File: src/rtl/tick_divider_prog_if.sv
// Control/status bundle for tick_divider_prog: the master drives the controls,
// the slave (the divider) returns count, modulus state and the tick.
interface tick_divider_prog_if #(
  parameter int N = 16
);
  logic         en;
  logic         clr;
  logic         mode;
  logic         start;
  logic         mod_wr;
  logic [N-1:0] mod_in;
  logic [N-1:0] count;
  logic [N-1:0] mod_active;
  logic         mod_pending;
  logic         busy;
  logic         max_tick;

  modport master (
    output en, clr, mode, start, mod_wr, mod_in,
    input  count, mod_active, mod_pending, busy, max_tick
  );

  modport slave (
    input  en, clr, mode, start, mod_wr, mod_in,
    output count, mod_active, mod_pending, busy, max_tick
  );
endinterface

File: src/rtl/tick_divider_prog.sv
// Runtime-programmable mod-M tick generator with periodic and one-shot modes.
// A new modulus is staged in a shadow register and only takes effect at a wrap.
module tick_divider_prog #(
  parameter int N         = 16,
  parameter int M_DEFAULT = 10
) (
  input  logic               clk,
  input  logic               reset,
  tick_divider_prog_if.slave bus
);

  localparam logic [N-1:0] ZERO    = '0;
  localparam logic [N-1:0] ONE     = N'(1);
  localparam logic [N-1:0] M_RESET = N'(M_DEFAULT);

  // Handshake: mod_wr is a single-cycle strobe with no back-pressure; a write
  // with mod_in==0 is dropped, any other value always lands in the shadow.

  typedef enum logic {
    ST_IDLE = 1'b0,
    ST_RUN  = 1'b1
  } state_t;

  state_t       state;
  state_t       state_nxt;

  logic         busy_reg;
  logic         run;
  logic         idle;
  logic         at_last;
  logic         term;
  logic         tick;
  logic         apply;
  logic         wr_ok;

  logic [N-1:0] count_r;
  logic [N-1:0] mod_active_r;
  logic [N-1:0] shadow_r;
  logic         pending_r;

  // ---------------------------------------------------------------------------
  // FSM: state register
  // ---------------------------------------------------------------------------
  always_ff @(posedge clk or posedge reset) begin
    if (reset) begin
      state <= ST_IDLE;
    end else begin
      state <= state_nxt;
    end
  end

  // ---------------------------------------------------------------------------
  // FSM: next state. Periodic mode keeps the block armed so that a switch to
  // one-shot lets the period in flight finish and tick once before idling.
  // ---------------------------------------------------------------------------
  always_comb begin
    state_nxt = state;
    if (bus.clr) begin
      state_nxt = ST_IDLE;
    end else if (!bus.mode) begin
      state_nxt = ST_RUN;
    end else if (state == ST_RUN) begin
      if (term) begin
        state_nxt = ST_IDLE;
      end
    end else if (bus.start) begin
      state_nxt = ST_RUN;
    end
  end

  // ---------------------------------------------------------------------------
  // FSM: outputs
  // ---------------------------------------------------------------------------
  always_comb begin
    busy_reg = (state == ST_RUN);
    run      = !bus.mode || busy_reg;
    idle     = bus.mode && !busy_reg;
  end

  // ---------------------------------------------------------------------------
  // Terminal detection and modulus handling
  // ---------------------------------------------------------------------------
  always_comb begin
    at_last = (count_r == (mod_active_r - ONE));
    term    = run && bus.en && at_last;
    tick    = term && !bus.clr;
    apply   = pending_r && (term || bus.clr || idle);
    wr_ok   = bus.mod_wr && (bus.mod_in != ZERO);
  end

  // ---------------------------------------------------------------------------
  // Counter
  // ---------------------------------------------------------------------------
  always_ff @(posedge clk or posedge reset) begin
    if (reset) begin
      count_r <= ZERO;
    end else if (bus.clr) begin
      count_r <= ZERO;
    end else if (run && bus.en) begin
      if (term) begin
        count_r <= ZERO;
      end else begin
        count_r <= count_r + ONE;
      end
    end
  end

  // ---------------------------------------------------------------------------
  // Active modulus: swapped only at an apply point, so count is always 0 or
  // freshly cleared when it changes and never exceeds mod_active-1.
  // ---------------------------------------------------------------------------
  always_ff @(posedge clk or posedge reset) begin
    if (reset) begin
      mod_active_r <= M_RESET;
    end else if (apply) begin
      mod_active_r <= shadow_r;
    end
  end

  // ---------------------------------------------------------------------------
  // Shadow and pending flag; a write coinciding with an apply stays pending
  // for the next apply point.
  // ---------------------------------------------------------------------------
  always_ff @(posedge clk or posedge reset) begin
    if (reset) begin
      shadow_r <= M_RESET;
    end else if (wr_ok) begin
      shadow_r <= bus.mod_in;
    end
  end

  always_ff @(posedge clk or posedge reset) begin
    if (reset) begin
      pending_r <= 1'b0;
    end else if (wr_ok) begin
      pending_r <= 1'b1;
    end else if (apply) begin
      pending_r <= 1'b0;
    end
  end

  // ---------------------------------------------------------------------------
  // Outputs
  // ---------------------------------------------------------------------------
  assign bus.count       = count_r;
  assign bus.mod_active  = mod_active_r;
  assign bus.mod_pending = pending_r;
  assign bus.busy        = run;
  assign bus.max_tick    = tick;

endmodule

File: src/flat_wrapper.sv
// flat-port wrapper written by rule: the top's interface ports become plain ports
module tick_divider_prog_flat 
#(
  parameter int N         = 16,
  parameter int M_DEFAULT = 10
)
  (clk, reset, bus_en, bus_clr, bus_mode, bus_start, bus_mod_wr, bus_mod_in, bus_count, bus_mod_active, bus_mod_pending, bus_busy, bus_max_tick);
  tick_divider_prog_if #(.N(N)) bus_i ();
  input  logic clk;
  input  logic reset;
  input wire logic [$bits(bus_i.en)-1:0] bus_en;
  input wire logic [$bits(bus_i.clr)-1:0] bus_clr;
  input wire logic [$bits(bus_i.mode)-1:0] bus_mode;
  input wire logic [$bits(bus_i.start)-1:0] bus_start;
  input wire logic [$bits(bus_i.mod_wr)-1:0] bus_mod_wr;
  input wire logic [$bits(bus_i.mod_in)-1:0] bus_mod_in;
  output wire logic [$bits(bus_i.count)-1:0] bus_count;
  output wire logic [$bits(bus_i.mod_active)-1:0] bus_mod_active;
  output wire logic [$bits(bus_i.mod_pending)-1:0] bus_mod_pending;
  output wire logic [$bits(bus_i.busy)-1:0] bus_busy;
  output wire logic [$bits(bus_i.max_tick)-1:0] bus_max_tick;
  assign bus_i.en = bus_en;
  assign bus_i.clr = bus_clr;
  assign bus_i.mode = bus_mode;
  assign bus_i.start = bus_start;
  assign bus_i.mod_wr = bus_mod_wr;
  assign bus_i.mod_in = bus_mod_in;
  assign bus_count = bus_i.count;
  assign bus_mod_active = bus_i.mod_active;
  assign bus_mod_pending = bus_i.mod_pending;
  assign bus_busy = bus_i.busy;
  assign bus_max_tick = bus_i.max_tick;
  tick_divider_prog #(.N(N), .M_DEFAULT(M_DEFAULT)) u_core (.clk(clk), .reset(reset), .bus(bus_i));
endmodule
File: config.mk
export PLATFORM = sky130hd
export DESIGN_NAME = tick_divider_prog_flat
export DESIGN_NICKNAME = d
export VERILOG_FILES = /design/src/rtl/tick_divider_prog_if.sv /design/src/rtl/tick_divider_prog.sv /design/src/flat_wrapper.sv
export SDC_FILE = /design/constraint.sdc
export NUM_CORES = 1
export LEC_CHECK = 0
export ABC_AREA = 1
export ABC_CLOCK_PERIOD_IN_PS = 5300
export BUFFER_PORTS_ARGS = -buffer_cell sky130_fd_sc_hd__buf_2
export CAP_MARGIN = 20
export CORE_MARGIN = 2
export CORE_UTILIZATION = 34
export DETAILED_ROUTE_END_ITERATION = 7
export PLACE_DENSITY_LB_ADDON = 0.3
export SLEW_MARGIN = 15
export SYNTH_ARGS = -nofsm -noshare
export SYNTH_HDL_FRONTEND = slang
export SYNTH_SLANG_ARGS = --single-unit
File: constraint.sdc
create_clock -name clk -period 5.3 [get_ports clk]
set_input_delay 0.265 -clock clk [delete_from_list [all_inputs] [get_ports clk]]
set_output_delay 0.265 -clock clk [all_outputs]
set_load 0.01 [all_outputs]
==> impl_results.rst <==
.. list-table::
   :header-rows: 1

   * - Metric
     - Value
   * - Post-route DRC violation count
     - 0
   * - Power Density
     - 296 nW/um2
   * - Most common cell after layout, fill and taps aside
     - sky130_fd_sc_hd__nand2_1
   * - Fin. Hold Viols
     - 0
   * - Slowest stage cell, crit path
     - sky130_fd_sc_hd__dfstp_2
   * - Die height
     - 96.3 um
   * - Number of DRC markers in iteration 0
     - 97
   * - Leakage Power
     - 1.76 nW
   * - Delay of the slowest cell on the worst path
     - 0.55 ns
   * - Share of Yosys cell area claimed by the top area cell type
     - 39.8%
   * - VDD IR max
     - 0.164 mV
   * - Part of the Yosys area used for sequential elements
     - 43.4%
   * - Total nets after synthesis
     - ~400
   * - Last weighted congestion value of the routability-driven placer
     - 0.920
   * - Highest-count cells in the layout ignoring fill and taps
     - sky130_fd_sc_hd__nand2_1, sky130_fd_sc_hd__buf_2, sky130_fd_sc_hd__dfrtp_1
   * - Startpoint class of the critical path
     - flop
   * - GRT Util Overall
     - 15.9%
   * - Buffers inserted by post-CTS timing repair
     - 0
   * - Top Ports
     - between 50 and 60
   * - Netlist Area Pre-Place
     - 2890 um2
   * - Crit. End Element
     - primary output
   * - Number of levels the H-tree was split into
     - 2
   * - Total negative setup slack
     - 0 ns
   * - Instance area at placement
     - 3280 um2
   * - Synth top area cells
     - sky130_fd_sc_hd__dfrtp_1, sky130_fd_sc_hd__nand2_1, sky130_fd_sc_hd__nor2_1
   * - Number of cell instances on the worst register-to-register path
     - 11
   * - Growth of design area from synthesis to finish
     - 17.4%
   * - Post-detail-place hpwl
     - 5290 um
   * - Maximum clock skew at final layout
     - between 0.009 and 0.01 ns
   * - Worst setup slack before clock tree synthesis
     - 2.82 ns
   * - Post-CTS clock slew at the launch and capture registers of the worst setup and hold paths
     - 0.10 ns
   * - Cell type group with the largest total delay on the critical path
     - simple AND/OR/NAND/NOR gates
   * - Die area
     - ~9000 um2
   * - Count of buffer and inverter cells on the critical path
     - 2
   * - Pin count of the biggest net entering global routing
     - 51
   * - Post-synthesis cell count
     - 386
   * - # fillers
     - 867
   * - Die X-Extent
     - slightly below 100 um
   * - Initial standard-cell utilization of the core
     - 35.2%
   * - Number of antenna violations at the first check in global routing
     - 0
   * - Wire length of the first global-routing pass
     - 11600 um
   * - Number of placement rows
     - 33
   * - Number of enable flip-flop cells after synthesis
     - 0
   * - Antenna cells
     - 0
   * - Count of input and output buffers
     - 57
   * - Final layout net count
     - 468
   * - Worst relative slew slack
     - 42.1%
   * - Critical Path, Cell by Cell
     - inv_1, ha_1, xnor2_1, nor3_1, nand2_1, nor2_1, nand2_1, nor3_1, nand3_1, nor2_1, buf_2
   * - Pin slew with the least headroom to its limit
     - 0.868 ns
   * - Ratio of cells with drive above 1 in the final layout
     - 20.3%
   * - Register cell area after layout
     - 1260 um2
   * - Portion of the clock cycle consumed by the worst path in the final layout
     - 48.1%
   * - Routed vias/inst
     - 4.62
   * - Combined area of the multi-input logic cells
     - 1430 um2
   * - Cell chosen for the clock root
     - sky130_fd_sc_hd__clkbuf_8
   * - Fmax
     - 392 MHz
   * - Fraction of registers with async set/reset
     - between 90% and 100%
   * - Setup repair after global routing missed its margin
     - no
   * - Clock latency at the later pin of the worst-skew pair
     - 0.30 ns
   * - Vias in the first global route
     - 2477
   * - ANT nets after route
     - 0
   * - Power after layout
     - 1.01 mW
   * - Most instantiated flip-flop cell in the synthesis netlist
     - sky130_fd_sc_hd__dfrtp_1
   * - TritonCTS clock tree
     - built
   * - Time the final worst path needs with I/O delays and setup
     - 2.55 ns
   * - Cts repair resizes
     - 0
   * - Cell area after layout
     - 3400 um2
   * - Detailed-route via count
     - 2537
   * - Total clock buffers created by CTS
     - 5
   * - Number of flip-flops and latches in the synthesized netlist
     - 50
   * - Data arrival, critical path
     - 2.29 ns
   * - Number of synthesis warnings
     - 0
   * - Logic depth of the worst path, buffers included
     - 11
   * - Required time worst endpoint
     - 5.04 ns
   * - Post-cts hold buffer count
     - 0
   * - Cell type with the largest total area after synthesis
     - sky130_fd_sc_hd__dfrtp_1
   * - Crit path kind
     - reg -> out
   * - Final setup vio count
     - 0
   * - Number of buffers between clock root and the deepest sink
     - 2
   * - First drt pass iteration count
     - 4
   * - Average wire per cell in the routed design
     - 12.4 um
   * - Outcome
     - finished clean
   * - Final Worst Setup Slack
     - 2.75 ns
   * - GRT overflow
     - 0
   * - Floorplan core area
     - about 8200 um2
   * - Max-slew violation count
     - 0
   * - Worst hold-check path type
     - in -> async
   * - Highest fanout seen on the critical path
     - 3
   * - Detailed-route wire length
     - 6800 um
   * - Number of sinks on the clock net
     - 50
   * - Number of different library cells in the post-synthesis netlist
     - 34
   * - Number of maximum-capacitance constraint violations
     - 0
   * - Post-Syn Area per Cell
     - 7.50 um2
## routing by layer
layer	share of wire [%]	vias to the layer above	wire length, um	track usage, %
met5	0	-	0	0
met4	0.84	0	57	2.98
met3	4.2	7	282	3.05
met2	47	45	3200	26.7
met1	48	1148	3260	21.4
li1	-	1337	-	-
## final timing paths
path	slack (ns)	endpoint	startpoint
worst max-delay path	2.75	bus_max_tick	u_core.bus.mod_active[1]
worst min-delay path	0.09	u_core.shadow_r[15]	reset
worst max register to register	2.85	u_core.busy_reg	u_core.bus.mod_active[1]
worst min register to register	0.48	u_core.bus.mod_active[1]	u_core.bus.mod_active[1]
max in group asynchronous	4.67	u_core.bus.count[8]	reset
min in group clk	0.18	u_core.busy_reg	bus_clr
## where the power goes
group	switching (mW)	total (mW)	leakage [nW]	internal (mW)
logic	0.162	0.259	1.07	0.0969
registers	0.0466	0.465	0.634	0.419
clock network	0.139	0.283	0.0587	0.143
total	0.348	1.01	1.76	0.659
## kinds of logic after synthesis
kind of cell	after synthesis	share of synthesized area, %
buf+inv	54	7.57
flops	50	43.4
fa+ha+maj	2	0.865
xor+xnor	24	7.26
compound gates	33	6.14
simple gates	223	34.8
## cell usage after synthesis (2+ instances only)
| cell type | instances |
|---|---|
| sky130_fd_sc_hd__nand2_1 | 111 |
| sky130_fd_sc_hd__dfrtp_1 | 46 |
| sky130_fd_sc_hd__nor2_1 | 44 |
| sky130_fd_sc_hd__inv_1 | 43 |
| sky130_fd_sc_hd__nand3_1 | 29 |
| sky130_fd_sc_hd__o21ai_0 | 21 |
| sky130_fd_sc_hd__xor2_1 | 17 |
| sky130_fd_sc_hd__nand4_1 | 10 |
| sky130_fd_sc_hd__nor3_1 | 7 |
| sky130_fd_sc_hd__xnor2_1 | 7 |
| sky130_fd_sc_hd__a21oi_1 | 4 |
| sky130_fd_sc_hd__clkbuf_1 | 4 |
| sky130_fd_sc_hd__dfstp_2 | 4 |
| sky130_fd_sc_hd__nand3b_1 | 4 |
| sky130_fd_sc_hd__nor2_2 | 4 |
| sky130_fd_sc_hd__inv_2 | 3 |
| sky130_fd_sc_hd__nand2_2 | 3 |
| sky130_fd_sc_hd__o21ai_1 | 3 |
| sky130_fd_sc_hd__and2_1 | 2 |
| sky130_fd_sc_hd__buf_4 | 2 |
| sky130_fd_sc_hd__ha_1 | 2 |
| sky130_fd_sc_hd__nand3_2 | 2 |
| sky130_fd_sc_hd__nor2_4 | 2 |
| sky130_fd_sc_hd__o21bai_1 | 2 |
## per-stage QoR
step                utilization [%]  instances  hold WS [ns]
CTS                            41.3        549         0.179
floorplan                         -        386         0.376
global route                   41.3        549         0.177
global placement               39.9        541         0.468
detailed placement             39.9        541         0.473
finish                         41.3        549        0.0949
## layout make-up
type,instances,share of cell area [%]
Multi-Input combinational cell,282,42.0
Inverter,46,5.12
Clock inverter,3,1.40
Sequential cell,50,37.0
Clock buffer,5,2.03
Timing Repair Buffer,58,8.62
Tap cell,105,3.87
(Power assumes the default switching activity.)
